[config.mk]
export PLATFORM = sky130hd
export DESIGN_NAME = dp_ram_port_ctrl_flat
export DESIGN_NICKNAME = d
export VERILOG_FILES = /design/src/rtl/dp_ram_port_ctrl_if.sv /design/src/rtl/dp_ram_port_ctrl.sv /design/src/flat_wrapper.sv
export SDC_FILE = /design/constraint.sdc
export NUM_CORES = 1
export LEC_CHECK = 0
export CELL_PAD_IN_SITES_DETAIL_PLACEMENT = 0
export CELL_PAD_IN_SITES_GLOBAL_PLACEMENT = 1
export CORE_ASPECT_RATIO = 0.8
export CORE_MARGIN = 5
export CORE_UTILIZATION = 32
export DETAILED_ROUTE_END_ITERATION = 10
export PLACE_DENSITY_LB_ADDON = 0.1
export RECOVER_POWER = 25
export SLEW_MARGIN = 10
export SYNTH_ARGS = -nofsm -noshare
export SYNTH_HDL_FRONTEND = slang
export SYNTH_SLANG_ARGS = --single-unit
[constraint.sdc]
create_clock -name clk -period 8.6 [get_ports clk]
set_input_delay 1.29 -clock clk [delete_from_list [all_inputs] [get_ports clk]]
set_output_delay 1.29 -clock clk [all_outputs]
set_load 0.02 [all_outputs]
[src/rtl/dp_ram_port_ctrl_if.sv]
// Request/response and RAM-port bundle for one port of the dual-ported block RAM.
// The slave modport is the controller's view; the master modport is the view of
// the logic that surrounds it (requester, consumer and the RAM port itself).
interface dp_ram_port_ctrl_if #(
    parameter int L2WIDTH = 3,
    parameter int L2SIZE  = 14
);
    localparam int AW = L2SIZE - L2WIDTH;
    localparam int DW = 8 << L2WIDTH;
    localparam int BW = 1 << L2WIDTH;

    logic          init_done;
    logic          req_valid;
    logic          req_ready;
    logic          req_wr;
    logic [AW-1:0] req_addr;
    logic [DW-1:0] req_wdata;
    logic [BW-1:0] req_bwe;
    logic          rsp_valid;
    logic          rsp_ready;
    logic [DW-1:0] rsp_rdata;
    logic [AW-1:0] ram_addr;
    logic [DW-1:0] ram_wr_data;
    logic [DW-1:0] ram_rd_data;
    logic          ram_enable;
    logic          ram_WE;
    logic [BW-1:0] ram_BWE;

    modport slave (
        output init_done, req_ready, rsp_valid, rsp_rdata,
        output ram_addr, ram_wr_data, ram_enable, ram_WE, ram_BWE,
        input  req_valid, req_wr, req_addr, req_wdata, req_bwe, rsp_ready,
        input  ram_rd_data
    );

    modport master (
        input  init_done, req_ready, rsp_valid, rsp_rdata,
        input  ram_addr, ram_wr_data, ram_enable, ram_WE, ram_BWE,
        output req_valid, req_wr, req_addr, req_wdata, req_bwe, rsp_ready,
        output ram_rd_data
    );
endinterface

[src/rtl/dp_ram_port_ctrl.sv]
// One-port front end of the dual-ported block RAM: zero-fills the array after
// reset, then turns valid/ready requests into RAM port cycles. Read data is
// captured into a 2-entry response FIFO so a stalled consumer never loses data.
module dp_ram_port_ctrl #(
    parameter int                       L2WIDTH = 3,
    parameter int                       L2SIZE  = 14,
    parameter logic [(8<<L2WIDTH)-1:0]  FILL    = '0
) (
    input  logic              clk,
    input  logic              reset,
    dp_ram_port_ctrl_if.slave bus
);
    localparam int AW = L2SIZE - L2WIDTH;
    localparam int DW = 8 << L2WIDTH;
    localparam int BW = 1 << L2WIDTH;

    typedef enum logic [0:0] {
        ST_INIT = 1'b0,
        ST_RUN  = 1'b1
    } state_t;

    state_t        state_q;
    logic [AW-1:0] fill_addr_q;
    logic          init_done_q;
    logic          pending_q;      // a read was issued last cycle; its data is on ram_rd_data now
    logic [DW-1:0] buf_q [2];
    logic          wr_ptr_q;
    logic          rd_ptr_q;
    logic [1:0]    count_q;

    logic          pop_s;
    logic [2:0]    occ_s;          // buffer occupancy after this cycle, counting the in-flight read
    logic          req_ready_s;
    logic          accept_s;

    // Flow control: reads are only accepted when the FIFO can absorb every in-flight read.
    always_comb begin
        pop_s       = (count_q != 2'd0) && bus.rsp_ready;
        occ_s       = {1'b0, count_q} + {2'b00, pending_q} - {2'b00, pop_s};
        req_ready_s = 1'b0;
        if (reset) begin
            req_ready_s = 1'b0;
        end else if (state_q == ST_RUN) begin
            req_ready_s = bus.req_wr || (occ_s < 3'd2);
        end else begin
            req_ready_s = 1'b0;
        end
        accept_s = bus.req_valid && req_ready_s;
    end

    // RAM port mux: fill sweep during INIT, accepted request during RUN, idle otherwise.
    always_comb begin
        bus.ram_enable  = 1'b0;
        bus.ram_WE      = 1'b0;
        bus.ram_BWE     = {BW{1'b0}};
        bus.ram_addr    = {AW{1'b0}};
        bus.ram_wr_data = {DW{1'b0}};
        if (reset) begin
            bus.ram_enable = 1'b0;
        end else begin
            case (state_q)
                ST_INIT: begin
                    bus.ram_enable  = 1'b1;
                    bus.ram_WE      = 1'b1;
                    bus.ram_BWE     = {BW{1'b1}};
                    bus.ram_addr    = fill_addr_q;
                    bus.ram_wr_data = FILL;
                end
                ST_RUN: begin
                    if (accept_s) begin
                        bus.ram_enable  = 1'b1;
                        bus.ram_WE      = bus.req_wr;
                        bus.ram_BWE     = bus.req_wr ? bus.req_bwe : {BW{1'b0}};
                        bus.ram_addr    = bus.req_addr;
                        bus.ram_wr_data = bus.req_wdata;
                    end else begin
                        bus.ram_enable  = 1'b0;
                    end
                end
                default: begin
                    bus.ram_enable = 1'b0;
                end
            endcase
        end
    end

    // Control state: init sweep, read-pending flag and FIFO pointers/count.
    always_ff @(posedge clk) begin
        if (reset) begin
            state_q     <= ST_INIT;
            fill_addr_q <= {AW{1'b0}};
            init_done_q <= 1'b0;
            pending_q   <= 1'b0;
            wr_ptr_q    <= 1'b0;
            rd_ptr_q    <= 1'b0;
            count_q     <= 2'd0;
        end else begin
            case (state_q)
                ST_INIT: begin
                    fill_addr_q <= fill_addr_q + {{(AW-1){1'b0}}, 1'b1};
                    if (fill_addr_q == {AW{1'b1}}) begin
                        state_q     <= ST_RUN;
                        init_done_q <= 1'b1;
                    end
                end
                ST_RUN: begin
                    state_q <= ST_RUN;
                end
                default: begin
                    state_q <= ST_INIT;
                end
            endcase
            pending_q <= accept_s && !bus.req_wr;
            if (pending_q) begin
                wr_ptr_q <= ~wr_ptr_q;
            end
            if (pop_s) begin
                rd_ptr_q <= ~rd_ptr_q;
            end
            count_q <= count_q + {1'b0, pending_q} - {1'b0, pop_s};
        end
    end

    // Response storage: capture the RAM read data the cycle after the read was issued.
    always_ff @(posedge clk) begin
        if (!reset && pending_q) begin
            buf_q[wr_ptr_q] <= bus.ram_rd_data;
        end
    end

    assign bus.init_done = init_done_q;
    assign bus.req_ready = req_ready_s;
    assign bus.rsp_valid = (count_q != 2'd0);
    assign bus.rsp_rdata = buf_q[rd_ptr_q];
endmodule

[src/flat_wrapper.sv]
// flat-port wrapper written by rule: the top's interface ports become plain ports
module dp_ram_port_ctrl_flat 
#(
    parameter int                       L2WIDTH = 3,
    parameter int                       L2SIZE  = 14,
    parameter logic [(8<<L2WIDTH)-1:0]  FILL    = '0
)
  (clk, reset, bus_init_done, bus_req_ready, bus_rsp_valid, bus_rsp_rdata, bus_ram_addr, bus_ram_wr_data, bus_ram_enable, bus_ram_WE, bus_ram_BWE, bus_req_valid, bus_req_wr, bus_req_addr, bus_req_wdata, bus_req_bwe, bus_rsp_ready, bus_ram_rd_data);
  dp_ram_port_ctrl_if #(.L2WIDTH(L2WIDTH), .L2SIZE(L2SIZE)) bus_i ();
  input  logic clk;
  input  logic reset;
  output wire logic [$bits(bus_i.init_done)-1:0] bus_init_done;
  output wire logic [$bits(bus_i.req_ready)-1:0] bus_req_ready;
  output wire logic [$bits(bus_i.rsp_valid)-1:0] bus_rsp_valid;
  output wire logic [$bits(bus_i.rsp_rdata)-1:0] bus_rsp_rdata;
  output wire logic [$bits(bus_i.ram_addr)-1:0] bus_ram_addr;
  output wire logic [$bits(bus_i.ram_wr_data)-1:0] bus_ram_wr_data;
  output wire logic [$bits(bus_i.ram_enable)-1:0] bus_ram_enable;
  output wire logic [$bits(bus_i.ram_WE)-1:0] bus_ram_WE;
  output wire logic [$bits(bus_i.ram_BWE)-1:0] bus_ram_BWE;
  input wire logic [$bits(bus_i.req_valid)-1:0] bus_req_valid;
  input wire logic [$bits(bus_i.req_wr)-1:0] bus_req_wr;
  input wire logic [$bits(bus_i.req_addr)-1:0] bus_req_addr;
  input wire logic [$bits(bus_i.req_wdata)-1:0] bus_req_wdata;
  input wire logic [$bits(bus_i.req_bwe)-1:0] bus_req_bwe;
  input wire logic [$bits(bus_i.rsp_ready)-1:0] bus_rsp_ready;
  input wire logic [$bits(bus_i.ram_rd_data)-1:0] bus_ram_rd_data;
  assign bus_init_done = bus_i.init_done;
  assign bus_req_ready = bus_i.req_ready;
  assign bus_rsp_valid = bus_i.rsp_valid;
  assign bus_rsp_rdata = bus_i.rsp_rdata;
  assign bus_ram_addr = bus_i.ram_addr;
  assign bus_ram_wr_data = bus_i.ram_wr_data;
  assign bus_ram_enable = bus_i.ram_enable;
  assign bus_ram_WE = bus_i.ram_WE;
  assign bus_ram_BWE = bus_i.ram_BWE;
  assign bus_i.req_valid = bus_req_valid;
  assign bus_i.req_wr = bus_req_wr;
  assign bus_i.req_addr = bus_req_addr;
  assign bus_i.req_wdata = bus_req_wdata;
  assign bus_i.req_bwe = bus_req_bwe;
  assign bus_i.rsp_ready = bus_rsp_ready;
  assign bus_i.ram_rd_data = bus_ram_rd_data;
  dp_ram_port_ctrl #(.L2WIDTH(L2WIDTH), .L2SIZE(L2SIZE), .FILL(FILL)) u_core (.clk(clk), .reset(reset), .bus(bus_i));
endmodule
# Word level (Yosys, flattened, before mapping)
# Memories as Yosys holds them, arrays and structs flattened. A register that Yosys moved wholly into a read port is not among the register bits.
# Index checks and enable logic that the tools add are counted.
# op_classes
add_sub_neg,5
magnitude_cmp,1
n_eq_ne,1
mux,24
n_bitwise,3
reduce_logical,9
# ops
op,n
$mux 64,2
$pmux 64 s2,1
$mux 8,3
$mux 11,2
$pmux 11 s2,1
$pmux 8 s2,1
$add 11x1->11 const B,1
$eq 11x11->1 const B,1
$mux 1,11
$pmux 1 s2,3
$logic_and 1x1->1,4
$add 2x1->3,1
$lt 3x2->1 const B,1
$not 1->1,3
$sub 3x1->3,1
$add 2x1->2,1
$logic_not 1->1,2
$reduce_and 2->1,1
$reduce_bool 2->1,1
$sub 2x1->2,1
$logic_or 1x1->1,1
# word_totals
ff_bits,18
mem_bits_rw,128
inputBits,152
out_inout_bits,152
elab_cells,51
memories,1
# mem_list
memory,words,width,read_ports,rd_clocked_by_memory_dff,write_ports,line_no,text
u_core.buf_q,2,64,1,1,1,dp_ram_port_ctrl.sv:26,logic [DW-1:0] buf_q [2];

# Longest topological paths before layout
# Gate-level depths: netlist of run 1.
# logic_depth
word_depth,11
depth_mapped,10
mapped_depth_nobuf,9

# Worst setup path after synthesis of run 1
# Ideal clock, no wire load.
# synth_timing
kind,input -> register
start,in reset
end,"mem u_core.buf_q[1][0] in the netlist's numbering, enable pin"
setup_time_ns,0.578
arrival_time_ns,6.390
t_required_ns,8.022
setup_slack_ns,1.632
path_stages,3
n_path_buf,2
path_cell_list,clkbuf_1 > clkbuf_1 > nor3b_1
# synth_between
elab_chain_cells,4
# synth_rtl
element,line_no,text
"start, declared",flat_wrapper.sv:11,input logic reset;
$logic_not 1->1,dp_ram_port_ctrl.sv:126,if (!reset && pending_q) begin
$logic_and 1x1->1,dp_ram_port_ctrl.sv:126,
$mux 1,dp_ram_port_ctrl.sv:126,
$mux 1 (implied by the code),dp_ram_port_ctrl.sv:127,buf_q[wr_ptr_q] <= bus.ram_rd_data;
"end, declared",dp_ram_port_ctrl.sv:26,
# Every way passes these cells.

# Worst setup path in the final report of run 1
# layout_timing
start,in bus_rsp_ready
end,out bus_ram_addr[5]
# layout_between
elab_chain_cells,10
# layout_rtl
element,line_no,text
"start, declared",flat_wrapper.sv:26,input wire logic [$bits(bus_i.rsp_ready)-1:0] bus_rsp_ready;
$logic_and 1x1->1,dp_ram_port_ctrl.sv:38,pop_s = (count_q != 2'd0) && bus.rsp_ready;
net u_core.pop_s,dp_ram_port_ctrl.sv:31,logic pop_s;
$sub 3x1->3,dp_ram_port_ctrl.sv:39,"occ_s = {1'b0, count_q} + {2'b00, pending_q} - {2'b00, pop_s};"
$lt 3x2->1,dp_ram_port_ctrl.sv:44,req_ready_s = bus.req_wr || (occ_s < 3'd2);
$logic_or 1x1->1,dp_ram_port_ctrl.sv:44,
$mux 1,dp_ram_port_ctrl.sv:43,end else if (state_q == ST_RUN) begin
$mux 1,dp_ram_port_ctrl.sv:41,if (reset) begin
$logic_and 1x1->1,dp_ram_port_ctrl.sv:48,accept_s = bus.req_valid && req_ready_s;
$mux 11,dp_ram_port_ctrl.sv:70,if (accept_s) begin
$pmux 11 s2,dp_ram_port_ctrl.sv:61,case (state_q)
$mux 11,dp_ram_port_ctrl.sv:58,if (reset) begin
"end, declared",flat_wrapper.sv:16,output wire logic [$bits(bus_i.ram_addr)-1:0] bus_ram_addr;
# The timed path passes the listed nets, and every way through them passes these cells.

==> out/results.ini, run 1 <==
[outcome]
status=finished clean

[floorplan]
rows=45
initial_utilization=0.328
dieWidth_um=166
core_area_sq_mm=0.0191
die_h_um=135
die_area_sq_mm=0.0225
ios=304

[clock_tree]
cts_resized=0
post_cts_buffers=0
cts_buffer_depth=2
cts.clk_slew.worst_paths_ns=0.06
h-tree-depth=4
clock_sinks=147
cts_hold_buf=0
cts_tree=built
cts_buffers=17
clockRootBuffer=clkbuf_16
clock_latency_ns=0.41

[drt]
drc=0
routed_wl_mm=19.0
wl_per_cell_um=19.1
firstDrtPassIters=4
viasPerCell=4.51
ant_nets=0
num_vias=4481
first_iter_violations=150

[sta]
slew_headroom=0.409
max_freq_mhz=170
finalSetupTns_ns=0
finalSetupViolCount=0
fin_crit_ns=5.88
rsz0062_at_grt=false
fin_crit_sh=0.683
tightest_slew_ns=0.887
report.final.slew_viol_count=0
skew_ns=0.00679
hold_viol=0
layout_setup_ws_ns=2.72

[run]
drv_cap=0

[power]
peakVddDrop_mv=0.127
p_per_area_mw_per_mm2=196
p_leak_nw=3.41

[critical_path]
arrival_ns=4.59
rrSetupSlack_ns=6.29
critPathMaxFanout=12
worstPathRequired_ns=7.31
critPathKind=in2out
start_kind=input port
worstPathCellList=clkdlybuf4s50_1 > o21a_1 > ha_1 > inv_1 > ha_1 > inv_1 > fa_1 > xnor2_1 > a21oi_1 > o32ai_1 > clkdlybuf4s50_1
cpPeakStageDelay_ns=0.74
cp_top_family=buffers and inverters
critPathBufInv=4
cp-end-kind=output port
cp_slowest_cell=a21oi_1

[logic_synthesis]
synthTopCellsByArea=edfxtp_1 (61%), mux2_2 (12%), nor2b_1 (6.7%), dfxtp_1 (6.1%), o32ai_1 (1.5%)
synth_warnings=0
synth_fp_nets=572
synth_top_area_frac=0.614
synth_area_leader_cell=edfxtp_1
seq_area_frac_synth=0.675
synth_ff_type=edfxtp_1
synth-edff-count=128
syn_inst=416
avgSynthCellArea_sq_um=15.0
syn-cell-area_sq_mm=0.00626
ys_types=37
async_flop_share=0
ys_ff_latch=147

[grt]
grtUsageTotal=0.165
gr-max-usage-layer=met2
grt_pass1_vias=4857
grt_max_degree=65
use_met3=0.0852
grt_first_pass_wirelength_mm=28.1
grtUsageMet2=0.288
met1_usage=0.175
grt_overflow=0
antenna_found_initial=3

[placed_design]
hpwl_mm=14.2
port_buffers=303
place_ws_ns=2.70
place_congestion=0.918

[layout]
seq_area_sq_mm=0.00423
drive_gt1_frac=0.151
multi_input_area_sq_mm=0.00189
n_fill_cell=1639
post-route-util=0.533
fin_nets=878
area_growth_pct=62.6

[hold_path]
hold_class=reg2reg

[stage by stage]
step           total power [mW]  hold slack [ns]  cell area (sq um)  std cells
2_1_floorplan              1.07            0.465               6260        416
3_3_place_gp               1.29            0.469               9590        961
3_5_place_dp               1.29            0.472               9590        961
4_1_cts                    2.03            0.483              10200        993
5_1_grt                    2.08            0.506              10200        993
6_report                   2.00            0.481              10200        994
[final timing paths]
kind | from | cells past startpoint | endpoint
worst min register to register | u_core.bus.init_done | 2 | u_core.bus.init_done
worst min-delay path | u_core.bus.init_done | 2 | u_core.bus.init_done
worst max register to register | u_core.count_q[1] | 9 | u_core.pending_q
worst max-delay path | bus_rsp_ready | 11 | bus_ram_addr[5]
[layer usage]
metal	routed length, um	vias up	part of all wire
li1	-	2152	-
met1	7000	2125	0.37
met2	9890	182	0.52
met3	1900	18	0.10
met4	209	4	0.011
met5	21	-	0.0011
[logic make-up (layout without fill, tap and decap cells)]
| kind of cell | Yosys count | in the layout | share of synthesized area |
|---|---|---|---|
| fa+ha+maj | 4 | 4 | 0.00920 |
| xor+xnor | 6 | 6 | 0.00839 |
| buf+inv | 39 | 358 | 0.0264 |
| flops | 147 | 147 | 0.675 |
| compound gates | 38 | 38 | 0.0448 |
| mux | 66 | 66 | 0.119 |
| simple gates | 116 | 116 | 0.118 |
| other cells | 0 | 1 | 0 |
[cells in the mapped netlist, types with 2 or more instances]
library cell  instances
o31ai_1               4
xnor2_1               5
edfxtp_1            128
buf_2                15
or4_1                 5
ha_1                  3
a21oi_1               9
nand3b_1             11
nor2_1               13
inv_1                16
o21ai_0               2
nor3_1                2
nand4_1               2
or3_1                 2
o32ai_1              11
dfxtp_1              19
a21o_1                8
mux2_2               65
nor2b_1              67
nand2_1               5
clkbuf_1              8
[flip-flops by register name (all words and copies together), names as in the netlist, named ones only]
signal,flops
u_core.wr_ptr_q,1
u_core.fill_addr_q,11
u_core.buf_q,128
u_core.pending_q,1
u_core.state_q,1
u_core.count_q,2
u_core.rd_ptr_q,1
u_core.bus.init_done,1
[layout make-up]
cell class              count  area share
diodes                      1    0.000246
multi-input cells         230       0.186
well taps                 258      0.0317
inverters                  16     0.00590
repair buffers            310       0.303
clock buffers              19      0.0425
clock inverters            13      0.0156
flip-flops and latches    147       0.415
[layout by cell type (no fill, tap or decap), drive strengths merged, types with 6 or more instances in the layout]
cell and count:
a21o 8, a21oi 10, buf 7, clkbuf 19, clkdlybuf4s50 250, dfxtp 19
dlygate4sd3 53, edfxtp 128, inv 17, mux2 65, nand3b 12, nor2 13
nor2b 67, o32ai 11, or4 6
[report_power, final]
| group | switching (mW) | internal [mW] | leakage, nW |
|---|---|---|---|
| clock network | 0.273 | 0.455 | 0.279 |
| registers | 0.0170 | 0.783 | 1.30 |
| logic | 0.211 | 0.257 | 1.83 |
| total | 0.502 | 1.50 | 3.41 |
[tightest hold or removal path: stages (launching register included)]
cell	delay (ns)
dfxtp_1	0.32
inv_1	0.07
a21oi_2	0.04
(Power assumes the default switching activity.)
==> run 2, diff against run 1 <==
Clock period 8.6 ns to 6.1 ns, I/O delays scaled along.
==> run 2 against run 1 <==
Sequential share of layout area hardly changed; power is 41% higher; routed wire length is 0.93% lower; critical path depth stayed put; sequential power is 41% higher; utilization hardly changed; combinational power is 42% higher; highest routed layer unchanged; clock-buffer cell count is 2 lower; die area stayed put; largest power group unchanged; global-route usage is 0.31 points lower.
==> out/results.ini, run 2 (same netlist as run 1, synthesis figures left out) <==
[sta]
rsz0062_at_grt=false
max_freq_mhz=194
skew_ns=0.00625  ; -0.000549 ns
fin_crit_ns=5.15
finalSetupViolCount=0  ; unchanged
report.final.slew_viol_count=0  ; unchanged
hold_viol=0  ; unchanged
tightest_slew_ns=0.907  ; +0.0207 ns
finalSetupTns_ns=0  ; unchanged
fin_crit_sh=0.844
slew_headroom=0.395  ; -0.0138

[run]
drv_cap=0  ; unchanged

[critical_path]
cp_slowest_cell=a21oi_1
worstPathCellList=clkdlybuf4s50_1 > o21a_1 > ha_1 > inv_1 > ha_1 > inv_1 > fa_1 > xnor2_1 > a21oi_1 > o32ai_1 > clkdlybuf4s50_1
arrival_ns=4.23  ; -0.36 ns
rrSetupSlack_ns=3.83  ; -2.46 ns
cp-end-kind=output port
start_kind=input port
cpPeakStageDelay_ns=0.76  ; +0.02 ns
cp_top_family=buffers and inverters
critPathMaxFanout=12  ; unchanged
critPathKind=in2out
worstPathRequired_ns=5.18  ; -2.13 ns
critPathBufInv=4  ; unchanged

[floorplan]
ios=304  ; unchanged
die_h_um=135  ; unchanged
rows=45  ; unchanged
core_area_sq_mm=0.0191  ; unchanged
dieWidth_um=166  ; unchanged
die_area_sq_mm=0.0225  ; unchanged
initial_utilization=0.328  ; unchanged

[layout]
fin_nets=876  ; -0.23%
layout_commonest_cell=clkdlybuf4s50_1
layout_common_cells=clkdlybuf4s50_1 (250), edfxtp_1 (128), nor2b_1 (67), mux2_2 (65), dlygate4sd3_1 (53)
top_register=u_core.buf_q
area_growth_pct=62.7  ; about the same
largest_register_ffs=128  ; unchanged
post-route-util=0.534  ; about the same
drive_gt1_frac=0.147  ; -0.00368
largestRegisters=u_core.buf_q x128, u_core.fill_addr_q x11, u_core.count_q x2

[placed_design]
hpwl_mm=13.9  ; -2.0%
place_congestion=0.897  ; -2.4%
port_buffers=303  ; unchanged

[grt]
antenna_found_initial=5  ; +2
gr-max-usage-layer=met2
grtUsageTotal=0.161  ; -0.00312
met1_usage=0.182  ; +0.00679
grt_overflow=0  ; unchanged
grt_first_pass_wirelength_mm=27.7  ; -1.5%
use_met3=0.0746  ; -0.0105
grtUsageMet2=0.269  ; -0.0192
grt_max_degree=65  ; unchanged
grt_pass1_vias=4765  ; -1.9%

[drt]
ant_nets=0  ; unchanged
wl_per_cell_um=18.9  ; -1.0%
num_vias=4504  ; +0.51%
drc=0  ; unchanged
first_iter_violations=188  ; +25%
routed_wl_mm=18.8  ; -0.93%
firstDrtPassIters=4  ; unchanged
viasPerCell=4.53  ; +0.41%

[power]
peakVddDrop_mv=0.213  ; +68%
p_per_area_mw_per_mm2=277  ; +41%
p_leak_nw=3.42  ; about the same
p_total_mw=2.82  ; +41%

[clock_tree]
clockRootBuffer=clkbuf_16
h-tree-depth=4  ; unchanged
clock_sinks=147  ; unchanged
cts_buffers=17  ; unchanged
clock_latency_ns=0.41  ; about the same
cts_resized=0  ; unchanged
cts_buffer_depth=2  ; unchanged
cts_hold_buf=0  ; unchanged
post_cts_buffers=0  ; unchanged
cts_tree=built
cts.clk_slew.worst_paths_ns=0.06  ; about the same

[outcome]
status=finished clean

[hold_path]
hold_class=reg2reg

run 2: cell count changes in the layout (fill, tap and decap cells not counted), sizes merged:
cell,delta
diode,+3
buf,-2
clkbuf,-2
clkinvlp,-1
clkinv,+3
run 2: worst paths after layout:
check,start,end,depth (start not counted)
max,bus_rsp_ready,bus_ram_addr[10],11
min,u_core.bus.init_done,u_core.bus.init_done,2
max reg2reg,u_core.count_q[1],u_core.pending_q,9
min reg2reg,u_core.bus.init_done,u_core.bus.init_done,2
run 2: worst reg2reg max path, cell delays in order, from the launching register on:
cell	delay [ns]
dfxtp_1	0.35
o21a_1	0.23
ha_1	0.29
inv_1	0.06
ha_1	0.13
inv_1	0.05
fa_1	0.40
xnor2_1	0.35
nand4_1	0.20
nor2_1	0.14
run 2: final cells by class:
type                       instances  area [sq um]
sequential                       147          4230
timing repair buffer             308          3070
tap                              258           323
fill                            1610          8900
antenna                            4          10.0
multi-input combinational        230          1900
inverter                          16          60.1
clock buffer                      17           425
clock inverter                    15           165
run 2: stage by stage:
stage | area [sq um] | instances | hold slack (ns) | setup WS (ns)
2_1_floorplan | 6270 | 416 | 0.465 | 1.79
3_3_place_gp | 9580 | 959 | 0.448 | 1.06
3_5_place_dp | 9580 | 959 | 0.445 | 0.972
4_1_cts | 10200 | 991 | 0.454 | 0.957
5_1_grt | 10200 | 994 | 0.486 | 0.719
6_report | 10200 | 995 | 0.452 | 0.951
run 2: per-layer routing:
| metal | vias up | part of all wire |
|---|---|---|
| met4 | 2 | 0.020 |
| li1 | 2156 | - |
| met3 | 26 | 0.090 |
| met5 | - | 0.00037 |
| met1 | 2140 | 0.40 |
| met2 | 180 | 0.49 |
run 2: power by group:
part           internal (mW)  leakage [nW]  switching, mW
logic                  0.362          1.83          0.301
registers               1.10          1.30         0.0249
clock network          0.638         0.282          0.389
==> run 3, diff against run 2 <==
Settings changed: CORE_UTILIZATION 32 to 29.
Clock period 6.1 ns to 4.7 ns, I/O delays scaled along.
==> run 3 against run 2 <==
Clock-buffer cell count increased by 1; clock skew about the same; sequential power increased by 35%; register-to-register slack got worse by 1.4 ns; critical endpoint is now bus_ram_wr_data[3]; largest cell class unchanged.
==> out/results.ini, run 3 (same netlist as run 1, synthesis figures left out) <==
[clock_tree]
h-tree-depth=4  ; unchanged
cts_buffers=17  ; unchanged
cts_resized=0  ; unchanged
clockRootBuffer=clkbuf_16
cts_hold_buf=0  ; unchanged
cts.clk_slew.worst_paths_ns=0.06  ; about the same
clock_sinks=147  ; unchanged
cts_buffer_depth=2  ; unchanged
clock_latency_ns=0.42  ; about the same
post_cts_buffers=0  ; unchanged
cts_tree=built

[sta]
hold_slack_ns=0.476  ; +0.0244 ns
rsz0062_at_grt=false
fin_crit_sh=0.968
fin_crit_ns=4.55
slew_headroom=0.385  ; -0.0100
skew_ns=0.00580  ; -0.000448 ns
tightest_slew_ns=0.922  ; +0.0151 ns
finalSetupTns_ns=0  ; unchanged
finalSetupViolCount=0  ; unchanged
max_freq_mhz=220
report.final.slew_viol_count=0  ; unchanged
layout_setup_ws_ns=0.148  ; -0.803 ns
hold_viol=0  ; unchanged

[critical_path]
arrival_ns=3.85  ; -0.38 ns
critPathKind=in2out
worst-r2r-cell-count=9  ; unchanged
start_kind=input port
worstPathRequired_ns=3.99  ; -1.19 ns
r2r-start=u_core.count_q[1]
startpoint=bus_rsp_ready
reg2reg_to=u_core.pending_q
critPathMaxFanout=32  ; +20
rrSetupSlack_ns=2.43  ; -1.40 ns
cp-end-kind=output port

[floorplan]
dieWidth_um=174  ; +4.7%
ios=304  ; unchanged
die_h_um=141  ; +4.7%
core_area_sq_mm=0.0214  ; +12%
die_area_sq_mm=0.0246  ; +9.6%
initial_utilization=0.293  ; -0.0352
rows=48  ; +6.7%

[grt]
grt_overflow=0  ; unchanged
grt_pass1_vias=5016  ; +5.3%
grtUsageTotal=0.166  ; +0.00482
grt_first_pass_wirelength_mm=30.9  ; +11%
grt_max_degree=65  ; unchanged
antenna_found_initial=5  ; unchanged

[placed_design]
hpwl_mm=15.5  ; +11%
place_ws_ns=0.115  ; -0.857 ns
port_buffers=303  ; unchanged
place_congestion=0.915  ; +2.1%

[run]
drv_cap=0  ; unchanged

[drt]
wl_per_cell_um=20.3  ; +7.2%
num_vias=4515  ; +0.24%
ant_nets=0  ; unchanged
viasPerCell=4.45  ; -1.7%
drc=0  ; unchanged
first_iter_violations=162  ; -14%
firstDrtPassIters=4  ; unchanged
routed_wl_mm=20.6  ; +9.3%

[layout]
largest_register_ffs=128  ; unchanged
drive_gt1_frac=0.150  ; +0.00307
largestRegisters=u_core.buf_q x128, u_core.fill_addr_q x11, u_core.count_q x2
area_growth_pct=63.6
top_register=u_core.buf_q
layout_commonest_cell=clkdlybuf4s50_1
layout_common_cells=clkdlybuf4s50_1 (248), edfxtp_1 (128), nor2b_1 (67), mux2_2 (65), dlygate4sd3_1 (53)
fin_nets=882  ; +0.68%

[hold_path]
worstHoldStart=u_core.bus.init_done
holdPathEnd=u_core.bus.init_done
hold_class=reg2reg
hold_depth=2  ; unchanged

[power]
p_per_area_mw_per_mm2=354  ; +28%
p_leak_nw=3.47  ; +1.7%
peakVddDrop_mv=0.227  ; +6.8%

[outcome]
status=finished clean

==> run 3: final cells by class <==
cell class	count	area, sq um
antenna	2	5.00
clock buffer	18	429
clock inverter	13	119
fill	1892	11100
inverter	16	60.1
multi-input combinational	230	1910
sequential	147	4230
tap	275	344
timing repair buffer	314	3150
==> run 3: worst max path at each step <==
stage	end	slack, ns	cells past startpoint
floorplan	u_core.buf_q[1][0]	0.60	3
global placement	bus_ram_wr_data[58]	0.17	13
detailed placement	bus_ram_wr_data[54]	0.11	13
CTS	bus_ram_wr_data[54]	0.08	13
global route	bus_ram_wr_data[3]	0.01	13
finish	bus_ram_wr_data[3]	0.15	13
==> run 3: critical path, stage by stage <==
cell	delay (ns)
clkdlybuf4s50_1	0.45
o21a_1	0.16
ha_1	0.24
inv_1	0.06
ha_1	0.14
inv_1	0.05
fa_1	0.43
xnor2_2	0.25
a41oi_4	0.18
buf_12	0.20
buf_12	0.17
nor2b_1	0.16
clkdlybuf4s50_1	0.63
==> run 3: where the power goes <==
part,switching [mW],internal [mW]
registers,0.0909,1.43
logic,0.344,0.494
clock network,0.496,0.765
total,0.931,2.69
==> run 3: through the flow <==
stage                util  instances  power [mW]  instance area, sq um
global placement    0.453        982        2.40                  9680
floorplan               -        416        1.95                  6270
finish              0.479       1015        3.62                 10200
CTS                 0.478       1013        3.67                 10200
detailed placement  0.453        982        2.40                  9680
global route        0.479       1013        3.77                 10200
==> run 3: routing by layer <==
layer  routed length (um)  GRT usage
met5                   34          0
met4                  231     0.0529
met3                 1920     0.0796
met2                 9920      0.269
met1                 8490      0.196
